===== src/rtl/program_loader_pkg.sv =====
// Shared types for the boot-time program loader.
// Optional checksum support is selected with LOADER_CHECKSUM_EN.
package program_loader_pkg;

    typedef logic [31:0] word;

    typedef enum logic [2:0] {
        S_LEN_LO,
        S_LEN_HI,
        S_DATA,
        S_CSUM,
        S_DONE,
        S_ERROR
    } loader_state_t;

    localparam int unsigned LOADER_LEN_BYTES = 2;

endpackage


===== src/rtl/program_loader_if.sv =====
// Byte-stream input, instruction-memory write port and core control of the loader.
// master: byte source / observer side; slave: the loader itself.
interface program_loader_if #(
    parameter int unsigned ADDR_WIDTH = 10
);
    import program_loader_pkg::*;

    logic [7:0]            rx_data;
    logic                  rx_valid;
    logic                  rx_ready;
    logic                  imem_wr_en;
    logic [ADDR_WIDTH-1:0] imem_wr_addr;
    word                   imem_wr_data;
    logic                  core_reset;
    logic                  done;
    logic                  error;

    modport master (
        output rx_data,
        output rx_valid,
        input  rx_ready,
        input  imem_wr_en,
        input  imem_wr_addr,
        input  imem_wr_data,
        input  core_reset,
        input  done,
        input  error
    );

    modport slave (
        input  rx_data,
        input  rx_valid,
        output rx_ready,
        output imem_wr_en,
        output imem_wr_addr,
        output imem_wr_data,
        output core_reset,
        output done,
        output error
    );

endinterface


===== src/rtl/program_loader_word_assembler.sv =====
// Packs four accepted bytes into one little-endian word; word_valid_o pulses with the 4th byte.
module program_loader_word_assembler
    import program_loader_pkg::*;
(
    input  logic       clock,
    input  logic       reset,
    input  logic [7:0] byte_i,
    input  logic       byte_strobe_i,
    output word        word_o,
    output logic       word_valid_o
);

    logic [1:0]  cnt_q, cnt_d;
    logic [23:0] lo_q, lo_d;

    always_comb begin
        cnt_d = cnt_q;
        lo_d  = lo_q;
        if (byte_strobe_i) begin
            cnt_d = cnt_q + 2'd1;
            case (cnt_q)
                2'd0:    lo_d[7:0]   = byte_i;
                2'd1:    lo_d[15:8]  = byte_i;
                2'd2:    lo_d[23:16] = byte_i;
                default: lo_d        = lo_q;
            endcase
        end
    end

    always_ff @(posedge clock) begin
        if (reset) begin
            cnt_q <= 2'd0;
            lo_q  <= 24'd0;
        end else begin
            cnt_q <= cnt_d;
            lo_q  <= lo_d;
        end
    end

    // The 4th byte is forwarded directly so the write can be registered on the same edge.
    assign word_o       = {byte_i, lo_q};
    assign word_valid_o = byte_strobe_i && (cnt_q == 2'd3);

endmodule


===== src/rtl/program_loader.sv =====
// Loads a length-prefixed byte stream into instruction memory while holding the core in reset.
// Define LOADER_CHECKSUM_EN to expect a trailing XOR checksum byte.
module program_loader
    import program_loader_pkg::*;
#(
    parameter int unsigned ADDR_WIDTH = 10
) (
    input  logic            clock,
    input  logic            reset,
    program_loader_if.slave bus
);

    localparam int unsigned LenBits = 8 * LOADER_LEN_BYTES;

`ifdef LOADER_CHECKSUM_EN
    localparam loader_state_t StAfterData = S_CSUM;
`else
    localparam loader_state_t StAfterData = S_DONE;
`endif

    loader_state_t         state_q, state_d;
    logic [7:0]            len_lo_q, len_lo_d;
    logic [LenBits-1:0]    len_q, len_d;
    logic [ADDR_WIDTH-1:0] word_cnt_q, word_cnt_d;
    logic                  wr_en_q, wr_en_d;
    logic [ADDR_WIDTH-1:0] wr_addr_q, wr_addr_d;
    word                   wr_data_q, wr_data_d;
    logic                  core_reset_q, core_reset_d;

    logic               xfer;
    logic               byte_strobe;
    logic               word_valid;
    word                asm_word;
    logic [LenBits-1:0] len_rx;
    logic               last_word;

    assign xfer        = bus.rx_valid && bus.rx_ready;
    assign byte_strobe = xfer && (state_q == S_DATA);
    assign len_rx      = {bus.rx_data, len_lo_q};
    assign last_word   = (32'(word_cnt_q) + 32'd1) == 32'(len_q);

`ifdef LOADER_CHECKSUM_EN
    logic [7:0] csum_q, csum_d;

    assign csum_d = byte_strobe ? (csum_q ^ bus.rx_data) : csum_q;

    always_ff @(posedge clock) begin
        if (reset) csum_q <= 8'd0;
        else       csum_q <= csum_d;
    end
`endif

    program_loader_word_assembler u_word_assembler (
        .clock         (clock),
        .reset         (reset),
        .byte_i        (bus.rx_data),
        .byte_strobe_i (byte_strobe),
        .word_o        (asm_word),
        .word_valid_o  (word_valid)
    );

    always_ff @(posedge clock) begin
        if (reset) state_q <= S_LEN_LO;
        else       state_q <= state_d;
    end

    always_comb begin
        state_d = state_q;
        case (state_q)
            S_LEN_LO: if (xfer) state_d = S_LEN_HI;
            S_LEN_HI: begin
                if (xfer) begin
                    if (len_rx == '0) begin
                        state_d = StAfterData;
                    end else if (32'(len_rx) > (32'd1 << ADDR_WIDTH)) begin
                        state_d = S_ERROR;
                    end else begin
                        state_d = S_DATA;
                    end
                end
            end
            S_DATA: if (word_valid && last_word) state_d = StAfterData;
`ifdef LOADER_CHECKSUM_EN
            S_CSUM: if (xfer) state_d = (bus.rx_data == csum_q) ? S_DONE : S_ERROR;
`endif
            S_DONE:  state_d = S_DONE;
            S_ERROR: state_d = S_ERROR;
            default: state_d = S_LEN_LO;
        endcase
    end

    always_comb begin
        bus.rx_ready = 1'b0;
        bus.done     = 1'b0;
        bus.error    = 1'b0;
        case (state_q)
            S_LEN_LO, S_LEN_HI, S_DATA, S_CSUM: bus.rx_ready = 1'b1;
            S_DONE:                             bus.done     = 1'b1;
            S_ERROR:                            bus.error    = 1'b1;
            default:                            bus.rx_ready = 1'b0;
        endcase
    end

    always_comb begin
        len_lo_d   = (state_q == S_LEN_LO && xfer) ? bus.rx_data : len_lo_q;
        len_d      = (state_q == S_LEN_HI && xfer) ? len_rx : len_q;
        word_cnt_d = word_valid ? (word_cnt_q + ADDR_WIDTH'(1)) : word_cnt_q;
        wr_en_d    = word_valid;
        wr_addr_d  = word_valid ? word_cnt_q : wr_addr_q;
        wr_data_d  = word_valid ? asm_word : wr_data_q;
        // Lags S_DONE by a cycle so the core leaves reset after the final write has landed.
        core_reset_d = (state_q != S_DONE);
    end

    always_ff @(posedge clock) begin
        if (reset) begin
            len_lo_q     <= 8'd0;
            len_q        <= '0;
            word_cnt_q   <= '0;
            wr_en_q      <= 1'b0;
            wr_addr_q    <= '0;
            wr_data_q    <= '0;
            core_reset_q <= 1'b1;
        end else begin
            len_lo_q     <= len_lo_d;
            len_q        <= len_d;
            word_cnt_q   <= word_cnt_d;
            wr_en_q      <= wr_en_d;
            wr_addr_q    <= wr_addr_d;
            wr_data_q    <= wr_data_d;
            core_reset_q <= core_reset_d;
        end
    end

    assign bus.imem_wr_en   = wr_en_q;
    assign bus.imem_wr_addr = wr_addr_q;
    assign bus.imem_wr_data = wr_data_q;
    assign bus.core_reset   = core_reset_q;

endmodule

===== src/flat_wrapper.sv =====
// flat-port wrapper written by rule: the top's interface ports become plain ports
module program_loader_flat import program_loader_pkg::*;
#(
    parameter int unsigned ADDR_WIDTH = 10
)
  (clock, reset, bus_rx_data, bus_rx_valid, bus_rx_ready, bus_imem_wr_en, bus_imem_wr_addr, bus_imem_wr_data, bus_core_reset, bus_done, bus_error);
  program_loader_if #(.ADDR_WIDTH(ADDR_WIDTH)) bus_i ();
  input  logic clock;
  input  logic reset;
  input wire logic [$bits(bus_i.rx_data)-1:0] bus_rx_data;
  input wire logic [$bits(bus_i.rx_valid)-1:0] bus_rx_valid;
  output wire logic [$bits(bus_i.rx_ready)-1:0] bus_rx_ready;
  output wire logic [$bits(bus_i.imem_wr_en)-1:0] bus_imem_wr_en;
  output wire logic [$bits(bus_i.imem_wr_addr)-1:0] bus_imem_wr_addr;
  output wire logic [$bits(bus_i.imem_wr_data)-1:0] bus_imem_wr_data;
  output wire logic [$bits(bus_i.core_reset)-1:0] bus_core_reset;
  output wire logic [$bits(bus_i.done)-1:0] bus_done;
  output wire logic [$bits(bus_i.error)-1:0] bus_error;
  assign bus_i.rx_data = bus_rx_data;
  assign bus_i.rx_valid = bus_rx_valid;
  assign bus_rx_ready = bus_i.rx_ready;
  assign bus_imem_wr_en = bus_i.imem_wr_en;
  assign bus_imem_wr_addr = bus_i.imem_wr_addr;
  assign bus_imem_wr_data = bus_i.imem_wr_data;
  assign bus_core_reset = bus_i.core_reset;
  assign bus_done = bus_i.done;
  assign bus_error = bus_i.error;
  program_loader #(.ADDR_WIDTH(ADDR_WIDTH)) u_core (.clock(clock), .reset(reset), .bus(bus_i));
endmodule

===== config.mk =====
export PLATFORM = sky130hd
export DESIGN_NAME = program_loader_flat
export DESIGN_NICKNAME = d
export VERILOG_FILES = /design/src/rtl/program_loader_pkg.sv /design/src/rtl/program_loader_if.sv /design/src/rtl/program_loader_word_assembler.sv /design/src/rtl/program_loader.sv /design/src/flat_wrapper.sv
export SDC_FILE = /design/constraint.sdc
export NUM_CORES = 1
export LEC_CHECK = 0
export CAP_MARGIN = 20
export CORE_MARGIN = 5
export CORE_UTILIZATION = 59
export CTS_CLUSTER_DIAMETER = 50
export DETAILED_ROUTE_END_ITERATION = 10
export HOLD_SLACK_MARGIN = 0.02
export PLACE_DENSITY = 0.92
export SETUP_SLACK_MARGIN = 0.15
export SYNTH_ARGS = -nofsm -noshare
export SYNTH_HDL_FRONTEND = slang
export SYNTH_SLANG_ARGS = --single-unit

===== constraint.sdc =====
create_clock -name clock -period 4.3 [get_ports clock]
set_input_delay 0.43 -clock clock [delete_from_list [all_inputs] [get_ports clock]]
set_output_delay 0.43 -clock clock [all_outputs]
set_load 0.05 [all_outputs]

==> flow_summary_export.csv, run 1 <==
group,metric,value,unit
status,status,"finished, final reports clean",
timing,rsz0062_at_grt,"false",
power,power.leakage,1.645,nW
clocking,clk_pin_slew,0.09,ns
setup_path,slowest_stage,"clkdlybuf4s50_1",
synth,yosys.area.top_type,"dfxtp_1",
cells_and_area,drive_above_1_share,0.05565,
drt,drt_first_pass_iters,5,
global_route,overflow,0,
clocking,cts_resized,0,
drt,via_count,3918,
floorplan,fp-row-count,31,
synth,synth_edf_count,0,
floorplan,initial_core_util,0.6049,
timing,worst_pin_slew,0.9454,ns
power,max-vdd-ir-drop,200.1,uV
synth,synth_area_leaders,"dfxtp_1 (49%), nand2_1 (15%), a21oi_1 (11%), nand3_1 (3.6%), xnor2_1 (2.8%)",
cells_and_area,nets,604,
global_route,grtUsageTotal,0.2325,
synth,netlist_instances,556,
placed_design,globalplace.congestion,0.8964,
setup_path,arrival,2.74,ns
floorplan,ios,58,
worst_hold_path,hold_path_class,"flop to flop",
floorplan,fp.dieH,96.01,um
setup_path,cp.buffers_inverters,3,
setup_path,critPathRequiredTime,4.52,ns
synth,synth_ff_type,"dfxtp_1",
clocking,post_cts_buffers,0,
clocking,clockBufferDepth,2,
synth,yosysSeqAreaShare,0.4908,
drt,route.detailed.drc,0,
clocking,postCtsHoldBufs,0,
cells_and_area,nFillCells,559,
synth,synth.most_common_cell,"nand2_1",
setup_path,crit_path_cell_trace,"clkdlybuf4s50_1 -> and4bb_2 -> buf_4 -> nand2_1 -> buf_4 -> nor3_1 -> xnor2_1 -> nor2_1",
synth,synth_nets,572,
setup_path,cpPeakStageDelay,0.52,ns
timing,fin_skew,0.01301,ns
synth,synthTopCellsByCount,"nand2_1 (173), dfxtp_1 (107), a21oi_1 (96), nand3_1 (31), clkbuf_1 (28)",
clocking,cts-buffers-inserted,9,
power,power,1.743,mW
global_route,grt_pass1_vias,3685,
clocking,clock-sinks,107,
timing,hold_ws,0.4605,ns
synth,synth_area,4364,sq um
drt,viasPerCell,5.662,
clocking,htreeDepth,3,
synth,synth.yosys.warnings,0,
drt,wire_per_inst,14.97,um
cells_and_area,syn2layout_area_growth,17.66,%
floorplan,die_w,96.01,um
timing,tns,0,ns
placed_design,io_buffer_count,57,
timing,fin_ws,1.786,ns
timing,relSlewSlack,0.3674,
timing,period_needed,2.514,ns
drt,drt-total-wl,10360,um
synth,async_flop_share,0,
global_route,grt_max_degree,49,
drt,ant_nets,0,
setup_path,cp_common_cell,"buf_4",
clocking,clock_latency,0.37,ns
setup_path,end_kind,"flop",
flow_run,max-cap-violations,0,
timing,finalHoldViolations,0,
setup_path,crit_path_start_kind,"primary input",
synth,ys_ff_latch,107,
clocking,cts_tree,"done",
setup_path,path_delay_family,"buffers and inverters",
clocking,root_buffer,"clkbuf_8",
setup_path,crit_path_max_fanout,34,
synth,yosysUniqueCellTypes,47,
timing,fmax,0.3978,GHz
synth,syn_area_per_cell,7.849,sq um
synth,yosysTopAreaCellShare,0.4908,
placed_design,dp_slack,1.435,ns
floorplan,dieArea,9217,sq um
drt,drt_iter0_markers,291,
cells_and_area,antenna_cells,0,
timing,period_share,0.5846,
global_route,grt_pass1_wl,16900,um
placed_design,hpwl,7006,um
setup_path,crit_type,"primary input to flop",
power,power_density,339.4,nW/um^2
floorplan,core_area,7214,sq um
timing,maxSlewViolCount,0,
global_route,antenna_found_initial,0,
timing,setup_viol_count_final,0,
[through the flow]
stage | instances | cell area [sq um] | utilization
global route | 692 | 5135 | 0.7118
floorplan | 556 | 4364 | -
CTS | 692 | 5135 | 0.7118
global placement | 676 | 4922 | 0.6823
detailed placement | 676 | 4922 | 0.6823
finish | 692 | 5135 | 0.7118
[cell usage in the layout (no fill, tap or decap), types with 2 or more instances in the layout]
master             n
nor4_1             4
or3_1              2
buf_4              5
nand3_1           31
nand2b_1           3
o31ai_1            2
xnor2_1           14
inv_8              2
nor2_1            21
nand2_1          173
and3_1             3
dfxtp_1          107
and2_1             3
clkdlybuf4s50_1   56
o21ai_0            3
ha_1               5
nand3b_1           2
nor3_1             7
nor2b_1            2
nand4_1            3
inv_1              6
a21oi_1           96
clkbuf_8           9
xor2_1             5
[worst paths after layout]
check	startpoint	end	slack, ns	cells past startpoint
max reg2reg	u_core.state_q[1]$_SDFFE_PP0P_	u_core.word_cnt_q[8]$_SDFFE_PP0P_	1.84	7
min reg2reg	u_core.bus.imem_wr_addr[2]$_SDFFE_PP0P_	u_core.bus.imem_wr_addr[2]$_SDFFE_PP0P_	0.46	2
max	bus_rx_valid	u_core.word_cnt_q[8]$_SDFFE_PP0P_	1.79	8
min	u_core.bus.imem_wr_addr[2]$_SDFFE_PP0P_	u_core.bus.imem_wr_addr[2]$_SDFFE_PP0P_	0.46	2
[sequential cells by signal (all words and copies together) (netlist names)]
register                       cells
u_core.u_word_assembler.cnt_q      2
u_core.bus.core_reset              1
u_core.len_lo_q                    8
u_core.bus.imem_wr_addr           10
u_core.word_cnt_q                 10
u_core.u_word_assembler.lo_q      24
u_core.len_q                      16
u_core.state_q                     3
u_core.bus.imem_wr_en              1
u_core.bus.imem_wr_data           32
[cell type report]
type	instances	area [sq um]	area share
clock inverters	6	85.08	0.01657
flip-flops and latches	107	2142	0.4172
well taps	99	123.9	0.02412
multi-input cells	402	2031	0.3955
repair buffers	62	603.1	0.1174
inverters	6	22.52	0.004386
clock buffers	10	127.6	0.02485
[kinds of logic after synthesis]
kind of cell	after synthesis	share of synthesized area
XOR/XNOR	19	0.03813
AO/OA/AOI/OAI	115	0.1514
AND/OR/NAND/NOR	263	0.2615
flip-flops	107	0.4908
adder cells (fa/ha/maj)	5	0.01433
buffers and inverters	47	0.04386
[power by group]
| part | switching, mW | total (mW) | leakage (nW) | internal (mW) |
|---|---|---|---|---|
| combinational | 0.0605 | 0.0914 | 0.677 | 0.0310 |
| clock | 0.356 | 0.640 | 0.103 | 0.284 |
| sequential | 0.00967 | 1.01 | 0.864 | 1.00 |
| total | 0.427 | 1.74 | 1.64 | 1.32 |
[layer usage]
layer | GRT usage | wire (um) | part of all wire | up-vias
li1 | - | - | - | 1915
met5 | 0 | 0 | 0 | -
met3 | 0.04378 | 764 | 0.074 | 34
met2 | 0.3778 | 4939 | 0.48 | 184
met4 | 0.1173 | 337 | 0.033 | 0
met1 | 0.2942 | 4316 | 0.42 | 1785
[worst reg2reg max path, delay by kind of cell (launching register included)]
| family | cells | cell delay, ns |
|---|---|---|
| flip-flops | 1 | 0.50 |
| AND/OR/NAND/NOR | 4 | 1.00 |
| buffers and inverters | 2 | 0.67 |
| XOR/XNOR | 1 | 0.14 |
Note: power is estimated with default switching activity, not from simulation.
==> run 2, diff against run 1 <==
- CORE_UTILIZATION: 59 -> 49
- PLACE_DENSITY: 0.92 -> 0.82
- clock period: 4.3 -> 2.3 ns (I/O delays scaled with it)
==> flow_summary_export.csv, run 2 (same netlist as run 1, synthesis figures left out) <==
group,metric,value,unit
setup_path,crit_type,"flop to flop",
cells_and_area,drive_above_1_share,0.08789,
clocking,cts_tree,"done",
cells_and_area,antenna_cells,0,
power,clkPwrFrac,0.345,
floorplan,fp.dieH,104.4,um
floorplan,initial_core_util,0.5004,
clocking,post_cts_buffers,0,
clocking,root_buffer,"clkbuf_8",
power,p_sw,765.7,uW
floorplan,fp-row-count,34,
timing,tns,0,ns
clocking,clock_latency,0.37,ns
power,intPower,2.395,mW
timing,period_share,0.8779,
worst_hold_path,hold_path_class,"primary input to flop",
drt,drt_first_pass_iters,5,
setup_path,rrSetupSlack,0.28,ns
setup_path,crit_path_start_kind,"flop",
power,sw_frac_of_total,0.2422,
setup_path,critPathRequiredTime,2.57,ns
drt,ant_nets,0,
setup_path,crit_path_cell_trace,"ha_2 -> xor2_1 -> a211oi_2 -> nand4_2 -> a2111oi_4 -> a21oi_2 -> a2111oi_2",
timing,finalHoldViolations,0,
clocking,clk_pin_slew,0.10,ns
timing,relSlewSlack,0.4782,
timing,worst_pin_slew,0.7827,ns
timing,period_needed,2.019,ns
drt,drt_iter0_markers,205,
setup_path,arrival,2.29,ns
cells_and_area,fin_util,0.5973,
timing,setup_viol_count_final,0,
flow_run,max-cap-violations,0,
drt,viasPerCell,5.436,
global_route,antenna_found_initial,0,
power,power_density,606.8,nW/um^2
clocking,htreeDepth,3,
global_route,grt_pass1_wl,17190,um
timing,rsz0062_at_grt,"false",
cells_and_area,fin_cells,711,
cells_and_area,nets,614,
placed_design,dp_slack,0.1477,ns
global_route,overflow,0,
placed_design,hpwl,7026,um
global_route,grt_pass1_vias,3635,
timing,fin_skew,0.008033,ns
placed_design,placedCellCount,695,
clocking,cts-buffers-inserted,9,
placed_design,globalplace.congestion,0.8826,
status,status,"finished, final reports clean",
power,seqPwrFrac,0.598,
timing,fin_ws,0.2808,ns
setup_path,cpPeakStageDelay,0.38,ns
cells_and_area,largest_register_ff_count,32,
floorplan,die_w,104.4,um
timing,fmax,0.4952,GHz
drt,wire_per_inst,14.63,um
cells_and_area,final_common_cell,"nand2_1",
drt,via_count,3865,
global_route,grt_max_degree,49,
clocking,clock-sinks,107,
cells_and_area,most-common-layout-cells,"nand2_1 (173), dfxtp_1 (101), a21oi_1 (96)",
worst_hold_path,whs_path_depth,2,
power,combPwrFrac,0.057,
cells_and_area,syn2layout_area_growth,19.35,%
floorplan,ios,58,
timing,maxSlewViolCount,0,
placed_design,io_buffer_count,57,
global_route,grtUsageTotal,0.1878,
setup_path,end_kind,"flop",
cells_and_area,nFillCells,797,
drt,drt-total-wl,10400,um
power,max-vdd-ir-drop,358.9,uV
timing,hold_ws,0.4138,ns
drt,route.detailed.drc,0,
power,power.leakage,1.694,nW
clocking,clockBufferDepth,2,
setup_path,crit_path_max_fanout,6,
floorplan,core_area,8721,sq um
setup_path,slowest_stage,"dfxtp_2",
setup_path,worstRegToRegCells,7,
floorplan,dieArea,10890,sq um
[run 2: cell count changes in the layout (fill, tap and decap cells not counted), sizes merged]
cell,delta
dlygate4sd2,+1
clkdlybuf4s50,-2
buf,+11
clkbuf,+1
bufinv,-1
[run 2: routing by layer]
layer	share of wire	up-vias	GRT usage
met2	0.48	128	0.3054
met4	0.011	0	0.06013
met5	0	-	0
li1	-	1930	-
met1	0.44	1797	0.2464
met3	0.064	10	0.04283
[run 2: critical path: cells and delay by family, from the launching register on]
family / cells / cell delay [ns]
flip-flops: 1 / 0.38
XOR/XNOR: 1 / 0.16
AND/OR/NAND/NOR: 1 / 0.14
adder cells (fa/ha/maj): 1 / 0.31
AO/OA/AOI/OAI: 4 / 0.93
[run 2: cell type report]
class | instances | area [sq um] | area share
sequential | 107 | 2150 | 0.4127
multi-input combinational | 402 | 2041 | 0.3918
inverter | 6 | 22.52 | 0.004324
timing repair buffer | 72 | 674.4 | 0.1295
clock buffer | 11 | 151.4 | 0.02907
clock inverter | 5 | 35.03 | 0.006726
tap | 108 | 135.1 | 0.02594
[run 2: power groups by stage]
stage	logic (mW)	registers, mW	clock network, mW
finish	0.181	1.89	1.09
global route	0.196	1.89	1.19
CTS	0.180	1.89	1.11
detailed placement	0.179	1.93	0
global placement	0.177	1.93	0
floorplan	0.115	1.93	0
[run 2: path summary, 6_finish.rpt]
check | to | start
worst max-delay path | u_core.state_q[2]$_SDFFE_PP0P_ | u_core.word_cnt_q[1]$_SDFFE_PP0P_
worst min-delay path | u_core.word_cnt_q[4]$_SDFFE_PP0P_ | reset
worst max register to register | u_core.state_q[2]$_SDFFE_PP0P_ | u_core.word_cnt_q[1]$_SDFFE_PP0P_
worst min register to register | u_core.bus.imem_wr_data[6]$_SDFFE_PP0P_ | u_core.u_word_assembler.lo_q[6]$_SDFFE_PP0P_
[run 2: repair_timing]
item,4_1_cts,5_1_grt
resized for setup,1,8
endpoints found under the setup margin,1,2
hold buffers,0,0
pin swaps,0,2
[run 2: stage by stage]
| step | total power [mW] | instance area (sq um) |
|---|---|---|
| global placement | 2.110 | 5006 |
| floorplan | 2.042 | 4364 |
| global route | 3.277 | 5209 |
| detailed placement | 2.112 | 5006 |
| finish | 3.161 | 5209 |
| CTS | 3.177 | 5191 |
